===== config.mk =====
export PLATFORM = sky130hd
export DESIGN_NAME = fifo_wr_arbiter_flat
export DESIGN_NICKNAME = d
export VERILOG_FILES = /design/src/rtl/fifo_wr_arbiter_if.sv /design/src/rtl/fifo_wr_arbiter.sv /design/src/flat_wrapper.sv
export SDC_FILE = /design/constraint.sdc
export NUM_CORES = 1
export LEC_CHECK = 0
export ABC_CLOCK_PERIOD_IN_PS = 1790
export BUFFER_PORTS_ARGS = -buffer_cell sky130_fd_sc_hd__buf_2
export CORE_ASPECT_RATIO = 1.75
export CORE_MARGIN = 5
export CORE_UTILIZATION = 40
export CTS_CLUSTER_DIAMETER = 60
export DETAILED_ROUTE_END_ITERATION = 6
export PLACE_DENSITY = 0.87
export SLEW_MARGIN = 20
export SYNTH_ARGS = -nofsm -noshare
export SYNTH_HDL_FRONTEND = slang
export SYNTH_SLANG_ARGS = --single-unit

===== constraint.sdc =====
create_clock -name w_clk -period 1.79 [get_ports w_clk]
set_input_delay 0.0895 -clock w_clk [delete_from_list [all_inputs] [get_ports w_clk]]
set_output_delay 0.0895 -clock w_clk [all_outputs]
set_load 0.005 [all_outputs]

===== src/rtl/fifo_wr_arbiter_if.sv =====
// Producer-side write bus shared by NUM_REQ requesters and the FIFO write port.
// The slave modport belongs to the arbiter; the master modport belongs to producers and the FIFO model.
interface fifo_wr_arbiter_if #(
  parameter int data_width = 8,
  parameter int NUM_REQ    = 4
);
  logic [NUM_REQ-1:0]            req;
  logic [NUM_REQ*data_width-1:0] req_data;
  logic                          full;
  logic [NUM_REQ-1:0]            ack;
  logic [NUM_REQ-1:0]            grant;
  logic                          w_en;
  logic [data_width-1:0]         data_in;

  modport master (
    output req, req_data, full,
    input  ack, grant, w_en, data_in
  );

  modport slave (
    input  req, req_data, full,
    output ack, grant, w_en, data_in
  );
endinterface


===== src/rtl/fifo_wr_arbiter.sv =====
// Round-robin, burst-bounded arbiter for the async-FIFO write port (FIFO_WR_ARB_STALL_CNT_EN adds stall_cnt).
// Latency: grant one cycle after req in IDLE; owner handover is bubble-free; w_en/ack/data_in are combinational.
// Backpressure: full stalls the owner in place (no ack, beat count and ownership hold, no timeout).
module fifo_wr_arbiter #(
  parameter int data_width = 8,
  parameter int NUM_REQ    = 4,
  parameter int MAX_BURST  = 4
) (
  input  logic             w_clk,
  input  logic             wrst_n,
  fifo_wr_arbiter_if.slave wr
`ifdef FIFO_WR_ARB_STALL_CNT_EN
  ,
  output logic [15:0]      stall_cnt
`endif
);

  localparam int IDX_W = $clog2(NUM_REQ);
  localparam int CNT_W = $clog2(MAX_BURST) + 1;

  typedef enum logic {IDLE, GRANT} state_t;

  state_t                state, state_nxt;
  logic [IDX_W-1:0]      owner, owner_nxt;
  logic [IDX_W-1:0]      last_owner, last_owner_nxt;
  logic [CNT_W-1:0]      beat_cnt, beat_cnt_nxt;

  logic [NUM_REQ-1:0]    own_oh;
  logic                  own_req;
  logic                  accept;
  logic                  last_beat;
  logic                  release_own;
  logic [NUM_REQ-1:0]    arb_mask;
  logic [IDX_W-1:0]      arb_base;
  logic [IDX_W-1:0]      arb_idx;
  logic                  arb_found;
  logic [data_width-1:0] own_dat;

  // First set bit of mask strictly after base, wrapping; MSB of the result flags a hit.
  function automatic logic [IDX_W:0] rr_pick(input logic [NUM_REQ-1:0] mask,
                                             input logic [IDX_W-1:0]   base);
    logic [IDX_W:0] res;
    int             idx;
    res = '0;
    for (int k = NUM_REQ; k >= 1; k--) begin
      idx = int'(base) + k;
      if (idx >= NUM_REQ) idx = idx - NUM_REQ;
      if (mask[IDX_W'(idx)]) res = {1'b1, IDX_W'(idx)};
    end
    return res;
  endfunction

  assign own_oh      = NUM_REQ'(1) << owner;
  assign own_req     = |(wr.req & own_oh);
  assign accept      = (state == GRANT) && own_req && !wr.full;
  assign last_beat   = accept && (beat_cnt == CNT_W'(MAX_BURST - 1));
  assign release_own = (state == GRANT) && (last_beat || !own_req);

  // On handover the outgoing owner is masked so it cannot win its own release.
  assign arb_mask = (state == GRANT) ? (wr.req & ~own_oh) : wr.req;
  assign arb_base = (state == GRANT) ? owner : last_owner;
  assign {arb_found, arb_idx} = rr_pick(arb_mask, arb_base);

  always_comb begin
    own_dat = '0;
    for (int i = 0; i < NUM_REQ; i++) begin
      if (own_oh[i]) own_dat = wr.req_data[i*data_width +: data_width];
    end
  end

  assign wr.grant   = (state == GRANT) ? own_oh : '0;
  assign wr.w_en    = accept;
  assign wr.ack     = accept ? own_oh : '0;
  assign wr.data_in = accept ? own_dat : '0;

  always_comb begin
    state_nxt      = state;
    owner_nxt      = owner;
    last_owner_nxt = last_owner;
    beat_cnt_nxt   = beat_cnt;
    case (state)
      IDLE: begin
        if (arb_found) begin
          state_nxt    = GRANT;
          owner_nxt    = arb_idx;
          beat_cnt_nxt = '0;
        end
      end
      GRANT: begin
        if (accept) beat_cnt_nxt = beat_cnt + CNT_W'(1);
        if (release_own) begin
          last_owner_nxt = owner;
          beat_cnt_nxt   = '0;
          if (arb_found) owner_nxt = arb_idx;
          else           state_nxt = IDLE;
        end
      end
      default: state_nxt = IDLE;
    endcase
  end

  always_ff @(posedge w_clk) begin
    if (!wrst_n) begin
      state      <= IDLE;
      owner      <= '0;
      last_owner <= IDX_W'(NUM_REQ - 1);
      beat_cnt   <= '0;
    end else begin
      state      <= state_nxt;
      owner      <= owner_nxt;
      last_owner <= last_owner_nxt;
      beat_cnt   <= beat_cnt_nxt;
    end
  end

`ifdef FIFO_WR_ARB_STALL_CNT_EN
  always_ff @(posedge w_clk) begin
    if (!wrst_n) begin
      stall_cnt <= '0;
    end else if ((state == GRANT) && own_req && wr.full && (stall_cnt != 16'hFFFF)) begin
      stall_cnt <= stall_cnt + 16'd1;
    end
  end
`endif

endmodule

===== src/flat_wrapper.sv =====
// flat-port wrapper written by rule: the top's interface ports become plain ports
module fifo_wr_arbiter_flat 
#(
  parameter int data_width = 8,
  parameter int NUM_REQ    = 4,
  parameter int MAX_BURST  = 4
)
  (w_clk, wrst_n, wr_req, wr_req_data, wr_full, wr_ack, wr_grant, wr_w_en, wr_data_in);
  fifo_wr_arbiter_if #(.data_width(data_width), .NUM_REQ(NUM_REQ)) wr_i ();
  input  logic w_clk;
  input  logic wrst_n;
  input wire logic [$bits(wr_i.req)-1:0] wr_req;
  input wire logic [$bits(wr_i.req_data)-1:0] wr_req_data;
  input wire logic [$bits(wr_i.full)-1:0] wr_full;
  output wire logic [$bits(wr_i.ack)-1:0] wr_ack;
  output wire logic [$bits(wr_i.grant)-1:0] wr_grant;
  output wire logic [$bits(wr_i.w_en)-1:0] wr_w_en;
  output wire logic [$bits(wr_i.data_in)-1:0] wr_data_in;
  assign wr_i.req = wr_req;
  assign wr_i.req_data = wr_req_data;
  assign wr_i.full = wr_full;
  assign wr_ack = wr_i.ack;
  assign wr_grant = wr_i.grant;
  assign wr_w_en = wr_i.w_en;
  assign wr_data_in = wr_i.data_in;
  fifo_wr_arbiter #(.data_width(data_width), .NUM_REQ(NUM_REQ), .MAX_BURST(MAX_BURST)) u_core (.w_clk(w_clk), .wrst_n(wrst_n), .wr(wr_i));
endmodule

# Word level (Yosys, flattened, before mapping)
# Cells that the tools add are included.
# Widths: inputs -> output; s select.
[word_totals] regBits=8 word_cells=79
[classes] n_addsub=9 magnitude_cmp=8 eq_ne=4 shifts=1 mux=39 n_bitwise=4 n_reduce_logical=10
[ops] cell="$mux 8" n=5
[ops] cell="$mux 3" n=7
[ops] cell="$lt 2x4->1 const B" n=4
[ops] cell="$mux 2" n=7
[ops] cell="$mux 4" n=3
[ops] cell="$mux 1" n=10
[ops] cell="$ge 3x3->1 const B" n=3
[ops] cell="$and 4x4->4" n=2
[ops] cell="$bmux 1 s2" n=4
[ops] cell="$sub 2x1->2 const B" n=4
[ops] cell="$add 2x2->3 const B" n=2
[ops] cell="$pmux 3 s2" n=1
[ops] cell="$add 2x3->4 const B" n=1
[ops] cell="$ge 4x3->1 const B" n=1
[ops] cell="$logic_and 1x1->1" n=4
[ops] cell="$not 4->4" n=1
[ops] cell="$pmux 2 s2" n=1
[ops] cell="$reduce_and 2->1" n=2
[ops] cell="$reduce_or 4->1" n=1
[ops] cell="$shl 1x2->4 const A" n=1
[ops] cell="$add 2x1->3 const B" n=1
[ops] cell="$add 3x1->3 const B" n=1
[ops] cell="$eq 3x2->1 const B" n=1
[ops] cell="$ne 3x3->1 const B" n=1
[ops] cell="other kinds (6)" n=7

# Logic depth before layout (Yosys ltp)
# Gate-level depths: netlist of the first run.
[logic_depth] word_depth=14 mapped_depth=8

# Worst setup path after synthesis of the first run
# OpenSTA, ideal clock, no wires.
[synth_timing] kind="flip-flop to flip-flop" startpoint="register u_core.state" endpoint="register u_core.owner[0]" arrival_time_ps=1640 t_required_ps=1674 slack_ps=34 path_stages_with_launch=7 n_path_buf=1 path_cell_list="dfxtp_1 > buf_2 > mux2i_4 > mux2i_1 > o31ai_1 > and3_1 > a31o_2"
[synth_via] elab_chain_len=14 word_cells_on_any_way=44 classes_between="8 x add/sub; 4 x order compare; 1 x eq/ne; 25 x mux; 1 x bitwise; 5 x reduce/logical"
[synth_lines] item="start, declared" line="fifo_wr_arbiter.sv:23" text="state_t state, state_nxt;"
[synth_lines] item="start signal, assigned" line="fifo_wr_arbiter.sv:109" text="state <= state_nxt;"
[synth_lines] item="$mux 2" line="fifo_wr_arbiter.sv:61" text="assign arb_base = (state == GRANT) ? owner : last_owner;"
[synth_lines] item="$add 2x3->4" line="fifo_wr_arbiter.sv:46" text="idx = int'(base) + k;"
[synth_lines] item="$ge 4x3->1 / $sub 2x1->2 (equally long branches)" line="fifo_wr_arbiter.sv:47" text="if (idx >= NUM_REQ) idx = idx - NUM_REQ;"
[synth_lines] item="$mux 2" line="fifo_wr_arbiter.sv:47"
[synth_lines] item="$bmux 1 s2" line="fifo_wr_arbiter.sv:48" text="if (mask[IDX_W'(idx)]) res = {1'b1, IDX_W'(idx)};"
[synth_lines] item="$mux 1 (not written as such) (2 in series)" line="fifo_wr_arbiter.sv:48"
[synth_lines] item="$mux 3 (4 in series)" line="fifo_wr_arbiter.sv:48"
[synth_lines] item="$mux 2" line="fifo_wr_arbiter.sv:83, fifo_wr_arbiter.sv:94"
[synth_lines] item="$mux 2" line="fifo_wr_arbiter.sv:91" text="if (release_own) begin"
[synth_lines] item="$pmux 2 s2" line="fifo_wr_arbiter.sv:81" text="case (state)"
[synth_lines] item="end signal, assigned" line="fifo_wr_arbiter.sv:110" text="owner <= owner_nxt;"
[synth_lines] item="end, declared" line="fifo_wr_arbiter.sv:24" text="logic [IDX_W-1:0] owner, owner_nxt;"
# Several ways; a longest one is shown, not always the timed one. The select of a mux whose other input is x is not followed.
# A chain may end at the register's enable or synchronous reset.

# Final worst setup path of the first run
[layout_timing] startpoint="register u_core.owner[0]" endpoint="register u_core.state"
[layout_via] elab_chain_len=14 word_cells_on_any_way=48 classes_between="8 x add/sub; 4 x order compare; 1 x shift; 25 x mux; 3 x bitwise; 7 x reduce/logical"
[layout_lines] item="$mux 2 / $shl 1x2->4 (equally long branches)" line="fifo_wr_arbiter.sv:61, fifo_wr_arbiter.sv:53"
[layout_lines] item="$add 2x3->4 / $not 4->4 (equally long branches)" line="fifo_wr_arbiter.sv:46, fifo_wr_arbiter.sv:60"
[layout_lines] item="$ge 4x3->1 (tied with other cells)" line="fifo_wr_arbiter.sv:47"
[layout_lines] item="$mux 2 / $mux 4 (equally long branches)" line="fifo_wr_arbiter.sv:47, fifo_wr_arbiter.sv:60"
[layout_lines] item="$bmux 1 s2" line="fifo_wr_arbiter.sv:48"
[layout_lines] item="$mux 1 (not written as such) (2 in series)" line="fifo_wr_arbiter.sv:48"
[layout_lines] item="$mux 3 (4 in series)" line="fifo_wr_arbiter.sv:48"
[layout_lines] item="$mux 1" line="fifo_wr_arbiter.sv:83, fifo_wr_arbiter.sv:94"
[layout_lines] item="$mux 1" line="fifo_wr_arbiter.sv:91"
[layout_lines] item="$pmux 1 s2 *" line="fifo_wr_arbiter.sv:81"
# Every way passes the cells marked *; elsewhere a longest branch is shown, timed or not. The select of a mux whose other input is x is not followed.

==> results.md, run 1 <==
* Outcome: completed
* Chip Width at 47.6 um
* Crit start category: flip-flop
* Starting Density at between 40% and 50%
* Syn-to-layout area delta at 50.2%
* DR WL/cell at 15.7 um
* Via/cell ratio at 5.62
* Gpl congestion at 0.866
* Htree depth at 1
* Finished Layout Cells at 204
* Slowest library cell on the worst path: mux4_2
* Reg2reg setup slack at 0.003 ns
* Worst path top cell family by delay: multiplexers
* Hold_buf cts at 0
* Worst Hold Endpoint: u_core.last_owner[0]
* Post-Syn Instances at 111
* TritonCTS clock tree: done
* PwrDens at 845 nW/um^2
* Clock sink count at 8
* Clk Latency, worst-skew pair at 0.23 ns
* Clock slew at reported path FFs at 0.04 ns
* Tmin final at 1.79 ns
* Crit path arrival time at between 1.5 and 2 ns
* Commonest non-fill, non-tap cell in the layout: buf_2
* Hold Crit Start: wrst_n
* Final #Nets at approximately 220
* Synthesized area at approximately 990 sq um
* Worst-path cell chain: mux4_2, buf_4, and3_4, buf_4, o41a_1
* HP Class: in -> reg
* Final Worst Setup Slack at about 0.0030 ns
* Final max-slew violation count at 0
* Vias in the first global route at 1,106
* Post-Route Utilization at 61.1%
* Peak Freq at between 500 and 600 MHz
* Crit path capture type: flip-flop
* Max_cap viols at 0
* Number of port buffers at 55
* Residual DRC at 0
* Vias after detailed routing at 1,146
* Worst r2r path cells at 5
* Hold Path Depth at 2
* Maximum VDD drop at 0.000685 V
* Most frequent cells in the layout: buf_2 (55), buf_4 (18), nand2_1 (10)
* Final period utilization at 99.8%
* Post-DP HPWL at approximately 2700 um
* CP Max Fanout at 5
* Critical Path RT at 1.90 ns
* Routed WL at 3200 um
* Placed Cells at 199
* Largest net degree at the start of global routing at 15
* Syn_nets at ~150
* Share of layout cells above drive strength 1 at 59.6%
* First-pass GRT wire length at 4760 um
* R2r endpoint: u_core.state
* Grt ovf at 0
* Setup Skew at roughly 0.0025 ns
* I/O pin total at 56
* Leakage at 0.729 nW
* Clk buf depth at 2
* Reg2reg start: u_core.owner[0]
* Prevailing post-synth register cell: dfxtp_1
* Place WS at -0.152 ns
* Final hold slack at between 0.1 and 0.15 ns
* RSZ-0062 raised after global routing: true
* Initial DRC count at 22
* Synth Warn # at 0
* CP peak stage delay at 0.53 ns
* Max-slew headroom at 73.7%
* TritonCTS Buffers at 3
* Actual slew at the worst max-slew pin at between 0.3 and 0.4 ns
* ANT cells at 0
* CP dominant cell by count: buf_4
* Overall Global Routing Usage at 18.1%
* Synth Area per Inst at 8.92 sq um
* Ys async rst share at 0%
* Endpoints failing hold at 0
* Synth cell types at 40
* Buf/Inv on CP at 2
* Antenna Violating Nets Remaining at 0
* Register bit count reported by yosys at 8
* Router iterations before antenna repair at 4
* Floorplan die area at roughly 3600 sq um
* Core ar. at between 2000 and 2500 sq um
* CTS root buf: clkbuf_8
* DIE HEIGHT at 75.8 um
* Seq/Total Area, Yosys at 16.2%
* # rows at 24
* Final setup violation count at 0
* Antenna violations before repair at 0
* WS Path Type: reg -> reg
* Post-synth EDFFs at 0
kinds of logic (layout without fill, tap and decap cells):
kind of cell,after synthesis,count (layout),synth area share (%)
adder cells (fa/ha/maj),2,2,2.53
flip-flops,8,8,16.2
AO/OA/AOI/OAI,23,23,19.1
multiplexers,17,17,30.1
AND/OR/NAND/NOR,46,46,24.8
buffers and inverters,15,82,7.33
metrics by stage:
step / cell area [sq um] / setup TNS (ns) / power (W)
detailed placement: 1380 / -0.350 / 0.000972
global placement: 1380 / -0.0807 / 0.000959
finish: 1490 / 0 / 0.00126
floorplan: 990 / 0 / 0.000719
CTS: 1450 / 0 / 0.00123
global route: 1490 / -0.114 / 0.00135
worst max path at each step:
stage	from	end	slack [ns]	depth (start not counted)
2_1_floorplan	u_core.state	u_core.owner[0]	0.03	6
3_3_place_gp	u_core.owner[0]	u_core.owner[0]	-0.07	5
3_5_place_dp	u_core.owner[0]	u_core.owner[0]	-0.15	5
4_1_cts	u_core.owner[0]	wr_ack[2]	0.0005	6
5_1_grt	u_core.owner[0]	wr_ack[2]	-0.03	6
6_report	u_core.owner[0]	u_core.state	0.003	5
repair_timing:
action | in CTS | in global routing
buffers inserted | 2 | 0
endpoints found under the setup margin | 19 | 20
gates resized for setup | 7 | 10
pin swaps | 2 | 4
registers in the layout, indices dropped and copies added (netlist names):
| register | flops |
|---|---|
| u_core.state | 1 |
| u_core.beat_cnt | 3 |
| u_core.owner | 2 |
| u_core.last_owner | 2 |
worst reg2reg max path: cells and delay by family, from the launching register on:
family	cells	cell delay [ns]
mux	1	0.53
buf+inv	2	0.31
simple gates	1	0.17
compound gates	1	0.29
flops	1	0.37
cells in the mapped netlist (3+ instances only):
cell type	n	area share, %
nand2_1	11	4.2
inv_1	4	1.5
mux2i_1	5	5.1
nand3_1	5	2.5
dfxtp_1	8	16
a31oi_1	3	1.9
mux4_2	9	20
buf_2	5	2.5
nor2_1	7	2.7
and3_1	3	1.9
o21ai_0	5	2.5
clkbuf_1	3	1.1
and2_1	9	5.7
layer usage:
layer  part of all wire [%]  routed length, um  global-route usage, %  up-vias
met5                      0                  0                      0        -
met4                    2.2                 72                   5.39        0
li1                       -                  -                      -      551
met3                     12                375                   2.84        6
met1                     33               1070                   18.1      532
met2                     53               1680                   35.8       57
layout make-up:
class | count | area (sq um)
fill | 229 | 946
multi-input combinational | 88 | 797
timing repair buffer | 75 | 433
sequential | 8 | 165
clock buffer | 3 | 41.3
tap | 26 | 32.5
inverter | 4 | 17.5
power breakdown:
part | internal (W) | switching, W
Clock | 0.000146 | 0.0000740
Combinational | 0.000439 | 0.000347
Sequential | 0.000212 | 0.0000385
Total | 0.000797 | 0.000459
(Power assumes the default switching activity.)
==> run 2: changes to the inputs <==
- CELL_PAD_IN_SITES_DETAIL_PLACEMENT: unset -> 1
- CELL_PAD_IN_SITES_GLOBAL_PLACEMENT: unset -> 2
- CORE_UTILIZATION: 40 -> 21
- GPL_TIMING_DRIVEN: unset -> 0
- PLACE_DENSITY: 0.87 -> 0.84
==> run 2 against run 1 <==
Effect of this change:
- the run now ends with setup timing left
- design area increased by 8.3%
- highest routed layer unchanged
- routed wire length increased by 15%
- flip-flop and latch count unchanged
- largest cell class unchanged
==> results.md, run 2 (synthesized netlist as in run 1, its figures left out) <==
* Routed WL at 3680 um
* Number of port buffers at 54
* Max-slew headroom at a little under 70%
* Clock slew at reported path FFs at approximately 0.04 ns
* Met1 WL at 1100 um
* DIE HEIGHT at 101 um
* Crit path arrival time at 1.76 ns
* TritonCTS clock tree: done
* Total power draw at around 0.0013 W
* Htree depth at 1
* CP peak stage delay at 0.55 ns
* Starting Density at 21.4%
* Overall Global Routing Usage at 11.4%
* Final #Nets at about 220
* Peak Freq at around 540 MHz
* Register Area at between 150 and 200 sq um
* Residual DRC at 0
* HP Class: in -> reg
* Share of layout cells above drive strength 1 at 64.0%
* Vias after detailed routing at 1,150
* Tmin final at 1.85 ns
* Crit path capture type: output pin
* # rows at 33
* FILL cells at 566
* Largest registers: u_core.beat_cnt: 3 flops, u_core.last_owner: 2 flops, u_core.owner: 2 flops
* Final Worst Setup Slack at -0.0569 ns
* Max_cap viols at 0
* CTS root buf: clkbuf_8
* Metal3 WL at between 400 and 500 um
* Clk Latency, worst-skew pair at approximately 0.23 ns
* Gpl congestion at about 0.80
* Via/cell ratio at 5.07
* Area of the multi-input gates at roughly 860 sq um
* Clock power frac at 16.4%
* Top layer in use: met4
* Largest net degree at the start of global routing at 11
* Antenna violations before repair at 0
* Max reg flops at 3
* PwrDens at 814 nW/um^2
* Router iterations before antenna repair at 2
* Failing checks: setup timing
* I/O pin total at 56
* Final setup violation count at 12
* Maximum VDD drop at 0.000337 V
* Crit start category: flip-flop
* Grt ovf at 0
* Int Power at 0.000814 W
* Post-DP HPWL at 2910 um
* TritonCTS Buffers at 3
* Clock sink count at 8
* Clk buf depth at 2
* Initial DRC count at 22
* Reg2reg start: u_core.owner[0]
* Setup tns final at -0.491 ns
* Worst-path cell chain: mux4_2, nand2_1, or2_4, inv_4, buf_6, and2_4, buf_6
* Hold Crit Start: wrst_n
* Routed wl met2 at 2140 um
* Chip Width at around 62 um
* Slowest library cell on the worst path: mux4_2
* CP dominant cell by count: buf_6
* Outcome: complete, but fails checks
* CP Max Fanout at 5
* Final period utilization at 103%
* Core ar. at 4620 sq um
* Most frequent cells in the layout: buf_2 (45), buf_6 (13), nand2_1 (10)
* Floorplan die area at 6240 sq um
* Flop pwr share at 17.6%
* RSZ-0062 raised after global routing: true
* Leakage at 0.734 nW
* Net Sw Power at 0.000498 W
* Comb pwr share at 65.9%
* Critical Path RT at 1.70 ns
* DR WL/cell at 16.2 um
* Endpoints failing hold at 0
* Final max-slew violation count at 0
* Antenna Violating Nets Remaining at 0
* Commonest non-fill, non-tap cell in the layout: buf_2
* First-pass GRT wire length at 5440 um
* Actual slew at the worst max-slew pin at 0.467 ns
* Syn-to-layout area delta at 62.7%
* Vias in the first global route at 1,215
* Sw frac at 38.0%
* ANT cells at 0
* Crit path from: u_core.owner[0]
* WS Path Type: reg -> out
* Setup Skew at 0.00353 ns
* Largest Register: u_core.beat_cnt
==> run 2: cell count changes in the layout (fill, tap and decap cells not counted), sizes merged <==
| cell | previous run | this run |
|---|---|---|
| buf | 75 | 66 |
| clkbuf | 3 | 9 |
==> run 2: final timing paths <==
| kind | cells after the start | end | slack (ns) |
|---|---|---|---|
| max reg2reg | 5 | u_core.owner[1] | -0.02 |
| min reg2reg | 2 | u_core.beat_cnt[2] | 0.48 |
| min | 3 | u_core.beat_cnt[1] | 0.15 |
| max | 7 | wr_data_in[0] | -0.06 |
==> run 2: per-stage QoR <==
| step | utilization [%] | instances | area (sq um) | setup WS [ns] | hold slack [ns] |
|---|---|---|---|---|---|
| finish | 34.8 | 227 | 1610 | -0.0569 | 0.154 |
| CTS | 32.2 | 224 | 1490 | -0.131 | 0.150 |
| floorplan | - | 111 | 990 | 0.0335 | 0.235 |
| detailed placement | 28.7 | 217 | 1330 | -0.195 | 0.387 |
| global route | 34.8 | 227 | 1610 | -0.126 | 0.154 |
| global placement | 28.7 | 217 | 1330 | -0.197 | 0.371 |
==> run 2: worst max-delay path: cells and delay by family (launching register included) <==
family | cells | cell delay (ns)
buffers and inverters | 3 | 0.27
flip-flops | 1 | 0.36
multiplexers | 1 | 0.55
AND/OR/NAND/NOR | 3 | 0.35
==> run 2: layout make-up <==
cell class	instances	area share, %
plain buffers	10	4.12
clock buffers	3	2.56
inverters	4	1.09
multi-input cells	88	53.4
flip-flops and latches	8	10.2
well taps	52	4.04
repair buffers	62	24.6
==> run 2: repair_timing <==
item	in CTS	in global routing
buffers inserted	3	4
resized for setup	25	24
hold buffers	0	0
endpoints found under the setup margin	21	20
cloned	1	0
pin swaps	5	4
==> run 2: power by group through the flow <==
stage / Clock, W / Combinational (W) / Sequential [W]
after floorplan: 0 / 0.000500 / 0.000218
after global placement: 0 / 0.000682 / 0.000221
after detailed placement: 0 / 0.000691 / 0.000222
after CTS: 0.000221 / 0.000784 / 0.000221
after global routing: 0.000231 / 0.000938 / 0.000235
final: 0.000216 / 0.000864 / 0.000231
==> run 2: layer usage <==
metal	GRT usage [%]	vias to the layer above
met3	3.21	5
met4	3.10	0
met1	9.92	556
met2	23.2	49
met5	0	-
li1	-	540
